**src/rtl/biased_demux_pkg.sv**
```systemverilog
// Shared types and constants for the packet-stream demux library.
//   demux_beat_t : one buffered beat {data, last, dest} at the default 32-bit width
//   DEST_0/DEST_1: destination encodings carried in the beat's dest field
package stream_pkg;

  localparam int unsigned P_DEMUX_DATA_WIDTH = 32;

  localparam logic DEST_0 = 1'b0;
  localparam logic DEST_1 = 1'b1;

  typedef struct packed {
    logic [P_DEMUX_DATA_WIDTH-1:0] data;
    logic                          last;
    logic                          dest;
  } demux_beat_t;

endpackage

```
**src/rtl/biased_demux_if.sv**
```systemverilog
// Valid/ready packet stream bundle.
//   valid/ready : beat handshake
//   last        : final beat of packet
//   data        : beat payload
//   dest/drop   : routing sideband (meaningful on the demux input only)
// master drives the stream, slave receives it and drives ready.
interface biased_demux_if #(
  parameter int unsigned P_DATA_WIDTH = 32
);

  logic                    valid;
  logic                    ready;
  logic                    last;
  logic [P_DATA_WIDTH-1:0] data;
  logic                    dest;
  logic                    drop;

  modport master (output valid, last, data, dest, drop, input ready);
  modport slave  (input valid, last, data, dest, drop, output ready);

endinterface

```
**src/rtl/biased_demux_skid_buffer.sv**
```systemverilog
// stream_skid_buffer: generic 2-entry register slice (main + skid).
//   clk, rst   : clock, synchronous active-high reset (empties both entries)
//   push       : write push_beat this cycle; caller must not push while skid_valid
//   push_beat  : entry to store
//   pop        : main entry consumed this cycle (ignored when main is empty)
//   main_valid : head entry present
//   main_beat  : head entry
//   skid_valid : second entry occupied; callers derive their ready from !skid_valid
module stream_skid_buffer
  import stream_pkg::*;
#(
  parameter type T = demux_beat_t
) (
  input  logic clk,
  input  logic rst,
  input  logic push,
  input  T     push_beat,
  input  logic pop,
  output logic main_valid,
  output T     main_beat,
  output logic skid_valid
);

  T     skid_beat;
  logic main_free;

  // main can be (re)loaded when empty or being drained this cycle
  assign main_free = !main_valid || pop;

  always_ff @(posedge clk) begin
    if (rst) begin
      main_valid <= 1'b0;
      skid_valid <= 1'b0;
    end else if (main_free) begin
      if (skid_valid) begin
        main_valid <= 1'b1;
        skid_valid <= push;
      end else begin
        main_valid <= push;
      end
    end else if (push) begin
      skid_valid <= 1'b1;
    end
  end

  // payload registers carry no reset; occupancy is tracked by the valid flags
  always_ff @(posedge clk) begin
    if (main_free) begin
      main_beat <= skid_valid ? skid_beat : push_beat;
    end
    if (push && (!main_free || skid_valid)) begin
      skid_beat <= push_beat;
    end
  end

endmodule

```
**src/rtl/biased_demux.sv**
```systemverilog
// biased_demux: routes one packet stream to output 0, output 1, or discards it.
// The route is sampled from up.dest/up.drop on the first beat of a packet and
// held until the last beat is accepted. A 2-entry skid stage registers ready.
//   clk, rst      : clock, synchronous active-high reset
//   up            : input stream (slave); dest/drop are the routing sideband
//   down_0/down_1 : output streams (master); dest/drop outputs are constant
//   busy          : mid-packet or buffer non-empty
//   pkt_count_0/1 : packets fully delivered per output (wrapping)
//   drop_count    : packets discarded (wrapping)
module biased_demux
  import stream_pkg::*;
#(
  parameter int unsigned P_DATA_WIDTH = 32,
  parameter int unsigned P_CNT_WIDTH  = 16
) (
  input  logic                   clk,
  input  logic                   rst,
  biased_demux_if.slave          up,
  biased_demux_if.master         down_0,
  biased_demux_if.master         down_1,
  output logic                   busy,
  output logic [P_CNT_WIDTH-1:0] pkt_count_0,
  output logic [P_CNT_WIDTH-1:0] pkt_count_1,
  output logic [P_CNT_WIDTH-1:0] drop_count
);

  typedef struct packed {
    logic [P_DATA_WIDTH-1:0] data;
    logic                    last;
    logic                    dest;
  } beat_t;

  logic  run;
  logic  in_pkt;
  logic  route_dest;
  logic  route_drop;
  logic  eff_dest;
  logic  eff_drop;
  logic  accept;
  logic  push;
  beat_t push_beat;
  logic  pop;
  logic  main_valid;
  beat_t main_beat;
  logic  skid_valid;
  logic  done_0;
  logic  done_1;

  // run holds ready low while rst is asserted and releases it one cycle later
  assign up.ready = run && !skid_valid;
  assign accept   = up.valid && up.ready;

  assign eff_dest = in_pkt ? route_dest : up.dest;
  assign eff_drop = in_pkt ? route_drop : up.drop;

  assign push      = accept && !eff_drop;
  assign push_beat = '{data: up.data, last: up.last, dest: eff_dest};

  always_ff @(posedge clk) begin
    if (rst) begin
      run        <= 1'b0;
      in_pkt     <= 1'b0;
      route_dest <= DEST_0;
      route_drop <= 1'b0;
    end else begin
      run <= 1'b1;
      if (accept) begin
        in_pkt <= !up.last;
        if (!in_pkt) begin
          route_dest <= up.dest;
          route_drop <= up.drop;
        end
      end
    end
  end

  // head-of-line: the main entry waits only on the output it is addressed to
  assign pop = main_valid && ((main_beat.dest == DEST_1) ? down_1.ready : down_0.ready);

  stream_skid_buffer #(
    .T (beat_t)
  ) u_skid (
    .clk        (clk),
    .rst        (rst),
    .push       (push),
    .push_beat  (push_beat),
    .pop        (pop),
    .main_valid (main_valid),
    .main_beat  (main_beat),
    .skid_valid (skid_valid)
  );

  assign down_0.valid = main_valid && (main_beat.dest == DEST_0);
  assign down_0.last  = main_beat.last;
  assign down_0.data  = main_beat.data;
  assign down_0.dest  = DEST_0;
  assign down_0.drop  = 1'b0;

  assign down_1.valid = main_valid && (main_beat.dest == DEST_1);
  assign down_1.last  = main_beat.last;
  assign down_1.data  = main_beat.data;
  assign down_1.dest  = DEST_1;
  assign down_1.drop  = 1'b0;

  assign done_0 = down_0.valid && down_0.ready && down_0.last;
  assign done_1 = down_1.valid && down_1.ready && down_1.last;

  always_ff @(posedge clk) begin
    if (rst) begin
      pkt_count_0 <= '0;
      pkt_count_1 <= '0;
      drop_count  <= '0;
    end else begin
      if (done_0) begin
        pkt_count_0 <= pkt_count_0 + 1'b1;
      end
      if (done_1) begin
        pkt_count_1 <= pkt_count_1 + 1'b1;
      end
      if (accept && up.last && eff_drop) begin
        drop_count <= drop_count + 1'b1;
      end
    end
  end

  assign busy = in_pkt || main_valid || skid_valid;

endmodule

```
**src/flat_wrapper.sv**
```systemverilog
// flat-port wrapper written by rule: the top's interface ports become plain ports
module biased_demux_flat import stream_pkg::*;
#(
  parameter int unsigned P_DATA_WIDTH = 32,
  parameter int unsigned P_CNT_WIDTH  = 16
)
  (clk, rst, busy, pkt_count_0, pkt_count_1, drop_count, up_valid, up_last, up_data, up_dest, up_drop, up_ready, down_0_valid, down_0_last, down_0_data, down_0_dest, down_0_drop, down_0_ready, down_1_valid, down_1_last, down_1_data, down_1_dest, down_1_drop, down_1_ready);
  biased_demux_if #(.P_DATA_WIDTH(P_DATA_WIDTH)) up_i ();
  biased_demux_if #(.P_DATA_WIDTH(P_DATA_WIDTH)) down_0_i ();
  biased_demux_if #(.P_DATA_WIDTH(P_DATA_WIDTH)) down_1_i ();
  input  logic clk;
  input  logic rst;
  output logic busy;
  output logic [P_CNT_WIDTH-1:0] pkt_count_0;
  output logic [P_CNT_WIDTH-1:0] pkt_count_1;
  output logic [P_CNT_WIDTH-1:0] drop_count;
  input wire logic [$bits(up_i.valid)-1:0] up_valid;
  input wire logic [$bits(up_i.last)-1:0] up_last;
  input wire logic [$bits(up_i.data)-1:0] up_data;
  input wire logic [$bits(up_i.dest)-1:0] up_dest;
  input wire logic [$bits(up_i.drop)-1:0] up_drop;
  output wire logic [$bits(up_i.ready)-1:0] up_ready;
  output wire logic [$bits(down_0_i.valid)-1:0] down_0_valid;
  output wire logic [$bits(down_0_i.last)-1:0] down_0_last;
  output wire logic [$bits(down_0_i.data)-1:0] down_0_data;
  output wire logic [$bits(down_0_i.dest)-1:0] down_0_dest;
  output wire logic [$bits(down_0_i.drop)-1:0] down_0_drop;
  input wire logic [$bits(down_0_i.ready)-1:0] down_0_ready;
  output wire logic [$bits(down_1_i.valid)-1:0] down_1_valid;
  output wire logic [$bits(down_1_i.last)-1:0] down_1_last;
  output wire logic [$bits(down_1_i.data)-1:0] down_1_data;
  output wire logic [$bits(down_1_i.dest)-1:0] down_1_dest;
  output wire logic [$bits(down_1_i.drop)-1:0] down_1_drop;
  input wire logic [$bits(down_1_i.ready)-1:0] down_1_ready;
  assign up_i.valid = up_valid;
  assign up_i.last = up_last;
  assign up_i.data = up_data;
  assign up_i.dest = up_dest;
  assign up_i.drop = up_drop;
  assign up_ready = up_i.ready;
  assign down_0_valid = down_0_i.valid;
  assign down_0_last = down_0_i.last;
  assign down_0_data = down_0_i.data;
  assign down_0_dest = down_0_i.dest;
  assign down_0_drop = down_0_i.drop;
  assign down_0_i.ready = down_0_ready;
  assign down_1_valid = down_1_i.valid;
  assign down_1_last = down_1_i.last;
  assign down_1_data = down_1_i.data;
  assign down_1_dest = down_1_i.dest;
  assign down_1_drop = down_1_i.drop;
  assign down_1_i.ready = down_1_ready;
  biased_demux #(.P_DATA_WIDTH(P_DATA_WIDTH), .P_CNT_WIDTH(P_CNT_WIDTH)) u_core (.clk(clk), .rst(rst), .up(up_i), .down_0(down_0_i), .down_1(down_1_i), .busy(busy), .pkt_count_0(pkt_count_0), .pkt_count_1(pkt_count_1), .drop_count(drop_count));
endmodule
```
**config.mk**
```make
export PLATFORM = sky130hd
export DESIGN_NAME = biased_demux_flat
export DESIGN_NICKNAME = d
export VERILOG_FILES = /design/src/rtl/biased_demux_pkg.sv /design/src/rtl/biased_demux_if.sv /design/src/rtl/biased_demux_skid_buffer.sv /design/src/rtl/biased_demux.sv /design/src/flat_wrapper.sv
export SDC_FILE = /design/constraint.sdc
export NUM_CORES = 1
export LEC_CHECK = 0
export ABC_AREA = 1
export CORE_MARGIN = 3
export CORE_UTILIZATION = 37
export DETAILED_ROUTE_END_ITERATION = 7
export PLACE_DENSITY = 0.67
export SYNTH_ARGS = -nofsm -noshare
export SYNTH_HDL_FRONTEND = slang
export SYNTH_SLANG_ARGS = --single-unit
```
**constraint.sdc**
```tcl
create_clock -name clk -period 4.7 [get_ports clk]
set_input_delay 0.94 -clock clk [delete_from_list [all_inputs] [get_ports clk]]
set_output_delay 0.94 -clock clk [all_outputs]
set_load 0.05 [all_outputs]
```
==> reports/results.ini, run 1 <==
[status]
status = complete, no violations

[setup_path]
worstSetupPathType = reg -> out
worstPathMaxFanout = 36
crit_slowest_cell = clkdlybuf4s50_1
cp-start-kind = flip-flop
critical_path_required_ns = 3.76
slowest_delay_ns = 0.80
cp.arrival_ns = 2.12
end_kind = output pin
cp_num_buf_inv = 2
crit_chain = buf_4, nor2_1, nand2_1, clkdlybuf4s50_1
critPathTopFamily = buffers and inverters

[power]
power-per-cell-area_nw_per_um2 = 357
leakage_nw = 2.95
vdd_drop_max_uv = 231

[yosys]
seq_area_frac_synth_pct = 55.0
synthTopCellsByArea = edfxtp_1 (36%), dfxtp_1 (19%), nand2_1 (13%)
synth_top_area_share_pct = 36.0
synth.cell_area_um2 = 5680
ys_types = 35
ys_seq_elements = 122
syn-instance-count = 657
synth_warnings = 0
avgSynthCellArea_um2 = 8.64
yosys.area.top_type = edfxtp_1

[die]
start_util_pct = 38.5
fp.dieH_um = 130
io_pins = 162
dieArea_um2 = 16900
rows = 44
coreArea_um2 = 14800
die_w_um = 130

[timing]
slew_headroom_pct = 39.6
final-setup-viol-count = 0
fin_crit_ns = 3.06
finalSetupTns_ns = 0
finalHoldViolations = 0
tightest_slew_ns = 0.906
max_freq_ghz = 0.327
setup_ws_ns = 1.64
finalCritPeriodShare_pct = 65.0
skew_ns = 0.00656
rsz0062_at_grt = no
finalMaxSlewViolations = 0

[cells_and_area]
area.sequential_um2 = 3120
synthToLayoutAreaGrowth_pct = 31.3
nets = 797
fillCellCount = 1395
layoutNonFillerInstCount = 950
drive_gt1_share_pct = 6.40
multi_input_area_um2 = 1740
antennaDiodeCount = 0
layout_common_cells = nand2_1 (198), clkdlybuf4s50_1 (157), nor2_1 (68), edfxtp_1 (68), inv_1 (56)
layout_commonest_cell = nand2_1

[route]
via_count = 4311
drt_iter0_markers = 225
dr.pass1.iters = 4
wirelength_mm = 12.2
route.detailed.drc = 0
avgViaCountPerCell = 4.54
post_drt_wl_per_cell_um = 12.9
antenna_left = 0

[clock_network]
hold_buffers = 0
clk_pin_slew_ns = 0.05
worstSkewPairLatency_ns = 0.41
cts_setup_buffers = 0
cts_resized = 0
cts_root_buffer = clkbuf_16
htree_levels = 4
numCtsBuffers = 17
cts.sinks = 122
cts_tree = yes
clockBufferDepth = 2

[grt]
track_usage_pct = 14.9
grt_pass1_vias = 3980
grt_max_degree = 40
grt_first_pass_wirelength_mm = 19.5
overflow = 0
grt_antenna_before_repair = 1

[place]
dpl.hpwl_mm = 8.55
place_inst = 919
buffer_ports.inserted = 157
place_ws_ns = 1.68
routabilityCongestion = 0.842

[worst_hold_path]
holdCritPathClass = reg -> reg

[flow_run]
drv_cap = 0

synth_stat cells:
cell        n
a211oi_1    1
a21oi_1    27
a31oi_1     2
and2_1      1
and3_1      1
buf_1       4
buf_2       5
buf_4      71
clkbuf_1    4
clkbuf_2    1
clkinv_1    1
conb_1      2
dfxtp_1    54
edfxtp_1   68
ha_1        3
inv_1      56
inv_2       5
nand2_1   198
nand2_2     1
nand2_4     1
nand3_1    25
nand3_2     1
nand4_1    13
nor2_1     68
nor2_2      5
nor2_4      3
nor2_8      1
nor3_1      6
nor3b_1     1
nor3b_2     1
o21a_1      1
o21ai_0    19
o21ai_1     4
o21bai_1    2
o22a_1      1
state kept, by name (all words and copies together), names as in the netlist, 16 cells and up:
signal / cells
u_core.pkt_count_0: 16
u_core.u_skid.main_beat: 34
u_core.pkt_count_1: 16
u_core.drop_count: 16
u_core.u_skid.skid_beat: 34
power by group:
group          total, W  internal [W]  switching, W
combinational  0.000343      0.000115      0.000227
sequential      0.00117       0.00116     0.0000162
clock           0.00114      0.000722      0.000419
total           0.00266       0.00200      0.000662
metal layers:
metal  part of all wire [%]  wire length, µm  track usage, %
met5                   0.11               13               0
met4                    1.2              143            5.32
met2                     47             5700            23.8
met1                     45             5540            19.1
met3                    6.9              850            4.67
worst paths after layout:
check	startpoint	to	slack, ns	cells after the start
min	u_core.route_dest	u_core.route_dest	0.45	2
max reg2reg	u_core.u_skid.main_beat[0]	u_core.u_skid.skid_beat[28]	2.59	5
max	u_core.u_skid.skid_valid	busy	1.64	4
min reg2reg	u_core.route_dest	u_core.route_dest	0.45	2
per-stage QoR:
| stage | power (W) | utilization (%) | area, µm² | hold WS [ns] |
|---|---|---|---|---|
| after detailed placement | 0.00154 | 47.0 | 6930 | 0.446 |
| after global placement | 0.00154 | 47.0 | 6930 | 0.442 |
| after floorplan | 0.00146 | - | 5680 | 0.425 |
| after global routing | 0.00276 | 50.5 | 7450 | 0.462 |
| after CTS | 0.00269 | 50.5 | 7450 | 0.454 |
| final | 0.00266 | 50.5 | 7450 | 0.449 |
area by class of cell:
class	instances	area share (%)
Tap cell	184	3.09
Timing Repair Buffer	161	21.5
Sequential cell	122	41.9
Inverter	62	3.12
Multi-Input combinational cell	390	23.4
Clock buffer	27	6.75
Clock inverter	4	0.269
logic make-up after synthesis:
family | Yosys count | share of synthesized area [%]
compound gates | 57 | 5.31
fa+ha+maj | 3 | 0.661
buf+inv | 147 | 14.5
simple gates | 326 | 24.3
flops | 122 | 55.0
other cells | 2 | 0.132
worst reg2reg max path: cells and delay by family, from the launching register on:
family,cells,cell delay (ns)
buf+inv,2,0.50
simple gates,2,0.31
compound gates,1,0.52
flops,1,0.41
Power figures use the tool's default switching activity.
==> run 2: changes to the inputs <==
--- a/config.mk
+++ b/config.mk
@@ -9,7 +9,6 @@
 export CORE_MARGIN = 3
 export CORE_UTILIZATION = 37
 export DETAILED_ROUTE_END_ITERATION = 7
-export PLACE_DENSITY = 0.67
 export SYNTH_ARGS = -nofsm -noshare
 export SYNTH_HDL_FRONTEND = slang
 export SYNTH_SLANG_ARGS = --single-unit
==> constraint.sdc (replaced) <==
create_clock -name clk -period 2.9 [get_ports clk]
set_input_delay 0.58 -clock clk [delete_from_list [all_inputs] [get_ports clk]]
set_output_delay 0.58 -clock clk [all_outputs]
set_load 0.05 [all_outputs]
==> reports/results.ini, run 2 (same netlist as run 1, synthesis figures left out) <==
[status]
status = complete, no violations

[setup_path]
end_kind = output pin
cp.arrival_ns = 1.87  ; -0.25 ns
worstSetupPathType = reg -> out
worstPathMaxFanout = 3  ; -92%
critical_path_required_ns = 2.32  ; -1.44 ns
cp-start-kind = flip-flop

[power]
leakage_nw = 3.01  ; +2.0%
power-per-cell-area_nw_per_um2 = 612  ; +72%
vdd_drop_max_uv = 426  ; +85%

[cells_and_area]
top_regs = u_core.u_skid.main_beat: 34 flops, u_core.u_skid.skid_beat: 34 flops
postLayoutCoreUtil_pct = 51.4  ; +0.87 points
antennaDiodeCount = 0  ; unchanged
layout_commonest_cell = nand2_1
synthToLayoutAreaGrowth_pct = 33.6
fin_area_um2 = 7580  ; +1.7%
layout_common_cells = nand2_1 (198), clkdlybuf4s50_1 (155), nor2_1 (68), edfxtp_1 (68), inv_1 (56)
nets = 801  ; +0.50%
fillCellCount = 1362  ; -2.4%
drive_gt1_share_pct = 7.65  ; +1.3 points

[clock_network]
hold_buffers = 0  ; unchanged
cts_resized = 0  ; unchanged
numCtsBuffers = 17  ; unchanged
htree_levels = 4  ; unchanged
cts_setup_buffers = 0  ; unchanged
cts_root_buffer = clkbuf_16
worstSkewPairLatency_ns = 0.41  ; about the same
cts_tree = yes
cts.sinks = 122  ; unchanged
clk_pin_slew_ns = 0.05  ; about the same
clockBufferDepth = 2  ; unchanged

[route]
via_count = 4403  ; +2.1%
drt_iter0_markers = 182  ; -19%
wirelength_mm = 12.7  ; +3.3%
avgViaCountPerCell = 4.61  ; +1.6%
dr.pass1.iters = 5  ; +1
post_drt_wl_per_cell_um = 13.3  ; +2.8%
route.detailed.drc = 0  ; unchanged
antenna_left = 0  ; unchanged

[timing]
setup_ws_ns = 0.451  ; -1.19 ns
finalSetupTns_ns = 0  ; unchanged
fin_crit_ns = 2.45
finalCritPeriodShare_pct = 84.4
skew_ns = 0.00947  ; +0.00291 ns
slew_headroom_pct = 62.6  ; +23 points
max_freq_ghz = 0.408
rsz0062_at_grt = no
tightest_slew_ns = 0.559  ; -0.347 ns
final-setup-viol-count = 0  ; unchanged
hold_slack_ns = 0.462  ; +0.0131 ns
finalMaxSlewViolations = 0  ; unchanged
finalHoldViolations = 0  ; unchanged

[die]
start_util_pct = 38.5  ; unchanged
dieArea_um2 = 16900  ; unchanged
rows = 44  ; unchanged
coreArea_um2 = 14800  ; unchanged
die_w_um = 130  ; unchanged
io_pins = 162  ; unchanged
fp.dieH_um = 130  ; unchanged

[grt]
overflow = 0  ; unchanged
grt_first_pass_wirelength_mm = 20.2  ; +3.3%
grt_max_degree = 39  ; -2.5%
grt_pass1_vias = 4089  ; +2.7%
track_usage_pct = 15.4  ; +0.49 points
grt_antenna_before_repair = 0  ; -1

[worst_hold_path]
holdCritPathClass = reg -> reg

[place]
placed_area_um2 = 6970  ; +0.63%
place_ws_ns = 0.654  ; -1.03 ns
buffer_ports.inserted = 157  ; unchanged
routabilityCongestion = 0.836  ; -0.81%
dpl.hpwl_mm = 8.87  ; +3.7%

[flow_run]
drv_cap = 0  ; unchanged

[run 2: worst paths after layout]
kind / startpoint / end / slack (ns) / cells after the start
max: u_core.u_skid.main_beat[0] / down_0_valid / 0.45 / 4
min: u_core.route_drop / u_core.route_drop / 0.46 / 2
max reg2reg: u_core.u_skid.main_beat[0] / u_core.pkt_count_0[15] / 1.20 / 8
min reg2reg: u_core.route_drop / u_core.route_drop / 0.46 / 2
[run 2: report_power, final]
group          internal (W)  switching [W]  total, W
Clock               0.00142       0.000753   0.00218
Combinational      0.000192       0.000374  0.000566
Sequential          0.00188      0.0000244   0.00190
[run 2: metrics by stage]
step	std cells	power (W)
finish	955	0.00464
global route	955	0.00480
CTS	955	0.00469
detailed placement	923	0.00251
global placement	923	0.00250
floorplan	659	0.00237
[run 2: critical path, cell delays in order, from the launching register on]
cell and delay, ns:
edfxtp_1 0.40, inv_1 0.07, nand2_1 0.10, inv_1 0.08, clkdlybuf4s50_1 0.81
[run 2: layout make-up]
cell class / count / area (µm²) / area share [%]
flip-flops and latches: 122 / 3120 / 41.2
multi-input cells: 390 / 1750 / 23.0
repair buffers: 165 / 1640 / 21.6
clock buffers: 18 / 429 / 5.66
inverters: 62 / 233 / 3.07
well taps: 184 / 230 / 3.04
clock inverters: 14 / 179 / 2.36
[run 2: per-layer routing]
metal / up-vias / share of wire (%) / GRT usage, %
li1: 2246 / - / -
met1: 1985 / 44 / 19.2
met2: 157 / 47 / 24.5
met3: 15 / 6.8 / 5.16
met4: 0 / 1.7 / 6.36
met5: - / 0 / 0
==> run 3: changes to the inputs <==
==> constraint.sdc (replaced) <==
create_clock -name clk -period 2.5 [get_ports clk]
set_input_delay 0.5 -clock clk [delete_from_list [all_inputs] [get_ports clk]]
set_output_delay 0.5 -clock clk [all_outputs]
set_load 0.05 [all_outputs]
==> reports/results.ini, run 3 (same netlist as run 1, synthesis figures left out) <==
[route]
dr_wl_met2_mm = 6.18  ; +3.6%
antenna_left = 0  ; unchanged
wirelength_mm = 12.5  ; -0.85%
via_count = 4398  ; -0.11%
wl_met1_mm = 5.41  ; -3.5%
highest_layer = met4
dr.pass1.iters = 4  ; -1
drt_iter0_markers = 192  ; +5.5%
avgViaCountPerCell = 4.59  ; -0.43%
dr_wl_met3_um = 840  ; -3.0%
post_drt_wl_per_cell_um = 13.1  ; -1.2%
route.detailed.drc = 0  ; unchanged

[cells_and_area]
postLayoutCoreUtil_pct = 51.6  ; +0.20 points
nets = 804  ; +0.37%
antennaDiodeCount = 0  ; unchanged
synthToLayoutAreaGrowth_pct = 34.1
drive_gt1_share_pct = 8.27  ; +0.62 points
layout_common_cells = nand2_1 (198), clkdlybuf4s50_1 (155), edfxtp_1 (68), nor2_1 (67), inv_1 (56)
fin_area_um2 = 7610  ; +0.40%
fillCellCount = 1344  ; -1.3%
layout_commonest_cell = nand2_1
top_regs = u_core.u_skid.main_beat: 34 flops, u_core.u_skid.skid_beat: 34 flops

[die]
io_pins = 162  ; unchanged
start_util_pct = 38.5  ; unchanged
die_w_um = 130  ; unchanged
rows = 44  ; unchanged
fp.dieH_um = 130  ; unchanged
dieArea_um2 = 16900  ; unchanged
coreArea_um2 = 14800  ; unchanged

[status]
status = complete, no violations

[clock_network]
cts_root_buffer = clkbuf_16
cts_setup_buffers = 0  ; unchanged
clk_pin_slew_ns = 0.05  ; about the same
cts.sinks = 122  ; unchanged
numCtsBuffers = 17  ; unchanged
clockBufferDepth = 2  ; unchanged
htree_levels = 4  ; unchanged
worstSkewPairLatency_ns = 0.41  ; about the same
cts_tree = yes
cts_resized = 0  ; unchanged
hold_buffers = 0  ; unchanged

[worst_hold_path]
holdCritPathClass = reg -> reg

[place]
routabilityCongestion = 0.807  ; -3.5%
dpl.hpwl_mm = 9.12  ; +2.8%
buffer_ports.inserted = 157  ; unchanged
placed_area_um2 = 7010  ; +0.54%

[timing]
slew_headroom_pct = 63.5  ; +0.90 points
finalMaxSlewViolations = 0  ; unchanged
max_freq_ghz = 0.434
tightest_slew_ns = 0.545  ; -0.0135 ns
final-setup-viol-count = 0  ; unchanged
finalHoldViolations = 0  ; unchanged
rsz0062_at_grt = no
finalCritPeriodShare_pct = 92.2
fin_crit_ns = 2.30
finalSetupTns_ns = 0  ; unchanged
skew_ns = 0.00609  ; -0.00338 ns

[grt]
grt_pass1_vias = 4079  ; -0.24%
grt_max_degree = 35  ; -10%
track_usage_pct = 15.1  ; -0.26 points
grt_first_pass_wirelength_mm = 20.0  ; -0.92%
overflow = 0  ; unchanged
grt_antenna_before_repair = 0  ; unchanged

[setup_path]
worstSetupPathType = reg -> out
critical_path_required_ns = 2.00  ; -0.32 ns
r2r_cells = 5  ; -3
worstReg2RegEnd = u_core.u_skid.skid_beat[23]
worstPathMaxFanout = 3  ; unchanged
cp-startpoint = u_core.u_skid.main_beat[0]
regToRegStartpoint = u_core.u_skid.skid_valid
critPathCapture = down_0_valid
r2r_slack_ns = 0.91  ; -0.29 ns
end_kind = output pin
cp-start-kind = flip-flop
cp.arrival_ns = 1.80  ; -0.07 ns

[power]
vdd_drop_max_uv = 357  ; -16%
power-per-cell-area_nw_per_um2 = 698  ; +14%
leakage_nw = 3.02  ; +0.50%
p_switching_w = 0.00135  ; +17%
p_comb_share_pct = 12.4  ; +0.2 points
power_frac_seq_pct = 41.5  ; +0.6 points
pwr-share-clk_pct = 46.1  ; -0.8 points
sw_frac_of_total_pct = 25.4  ; +0.58 points
intPower_w = 0.00396  ; +14%

[flow_run]
drv_cap = 0  ; unchanged

==> run 3: worst min path at each step <==
| stage | slack, ns | endpoint | start | cells past startpoint |
|---|---|---|---|---|
| after floorplan | 0.43 | u_core.route_dest | u_core.route_dest | 2 |
| after global placement | 0.44 | u_core.route_dest | u_core.route_dest | 2 |
| after detailed placement | 0.45 | u_core.route_dest | u_core.route_dest | 2 |
| after CTS | 0.45 | u_core.route_dest | u_core.route_dest | 2 |
| after global routing | 0.48 | u_core.route_dest | u_core.route_dest | 2 |
| final | 0.45 | u_core.route_dest | u_core.route_dest | 2 |
==> run 3: cell type report <==
| class | count | area (µm²) | share of cell area, % |
|---|---|---|---|
| sequential | 122 | 3120 | 41.0 |
| clock buffer | 17 | 425 | 5.59 |
| timing repair buffer | 168 | 1670 | 22.0 |
| inverter | 62 | 233 | 3.06 |
| multi-input combinational | 390 | 1750 | 23.0 |
| clock inverter | 15 | 175 | 2.30 |
| tap | 184 | 230 | 3.03 |
==> run 3: metal layers <==
layer / vias up / global-route usage, %
met1: 1995 / 18.6
li1: 2257 / -
met4: 0 / 4.83
met3: 10 / 5.40
met5: - / 0
met2: 136 / 24.8
==> run 3: metrics by stage <==
stage / worst slack, ns / hold WS, ns / instances / power (W)
floorplan: 0.101 / 0.425 / 659 / 0.00275
global placement: 0.497 / 0.438 / 926 / 0.00291
detailed placement: 0.457 / 0.445 / 926 / 0.00291
CTS: 0.152 / 0.453 / 958 / 0.00539
global route: 0.0982 / 0.476 / 958 / 0.00551
finish: 0.195 / 0.452 / 958 / 0.00531
==> run 3: worst max-delay path, stage by stage, from the launching register on <==
cell and delay [ns]:
edfxtp_1 0.40, inv_1 0.07, nand2_1 0.08, inv_1 0.06
clkdlybuf4s50_1 0.80
==> run 3: power groups by stage <==
stage                     Combinational [W]  Clock (W)  Sequential [W]
after floorplan                    0.000503          0         0.00225
after detailed placement           0.000664          0         0.00225
final                              0.000660    0.00245         0.00220
after global routing               0.000696    0.00261         0.00221
after CTS                          0.000665    0.00252         0.00221
after global placement             0.000663          0         0.00224
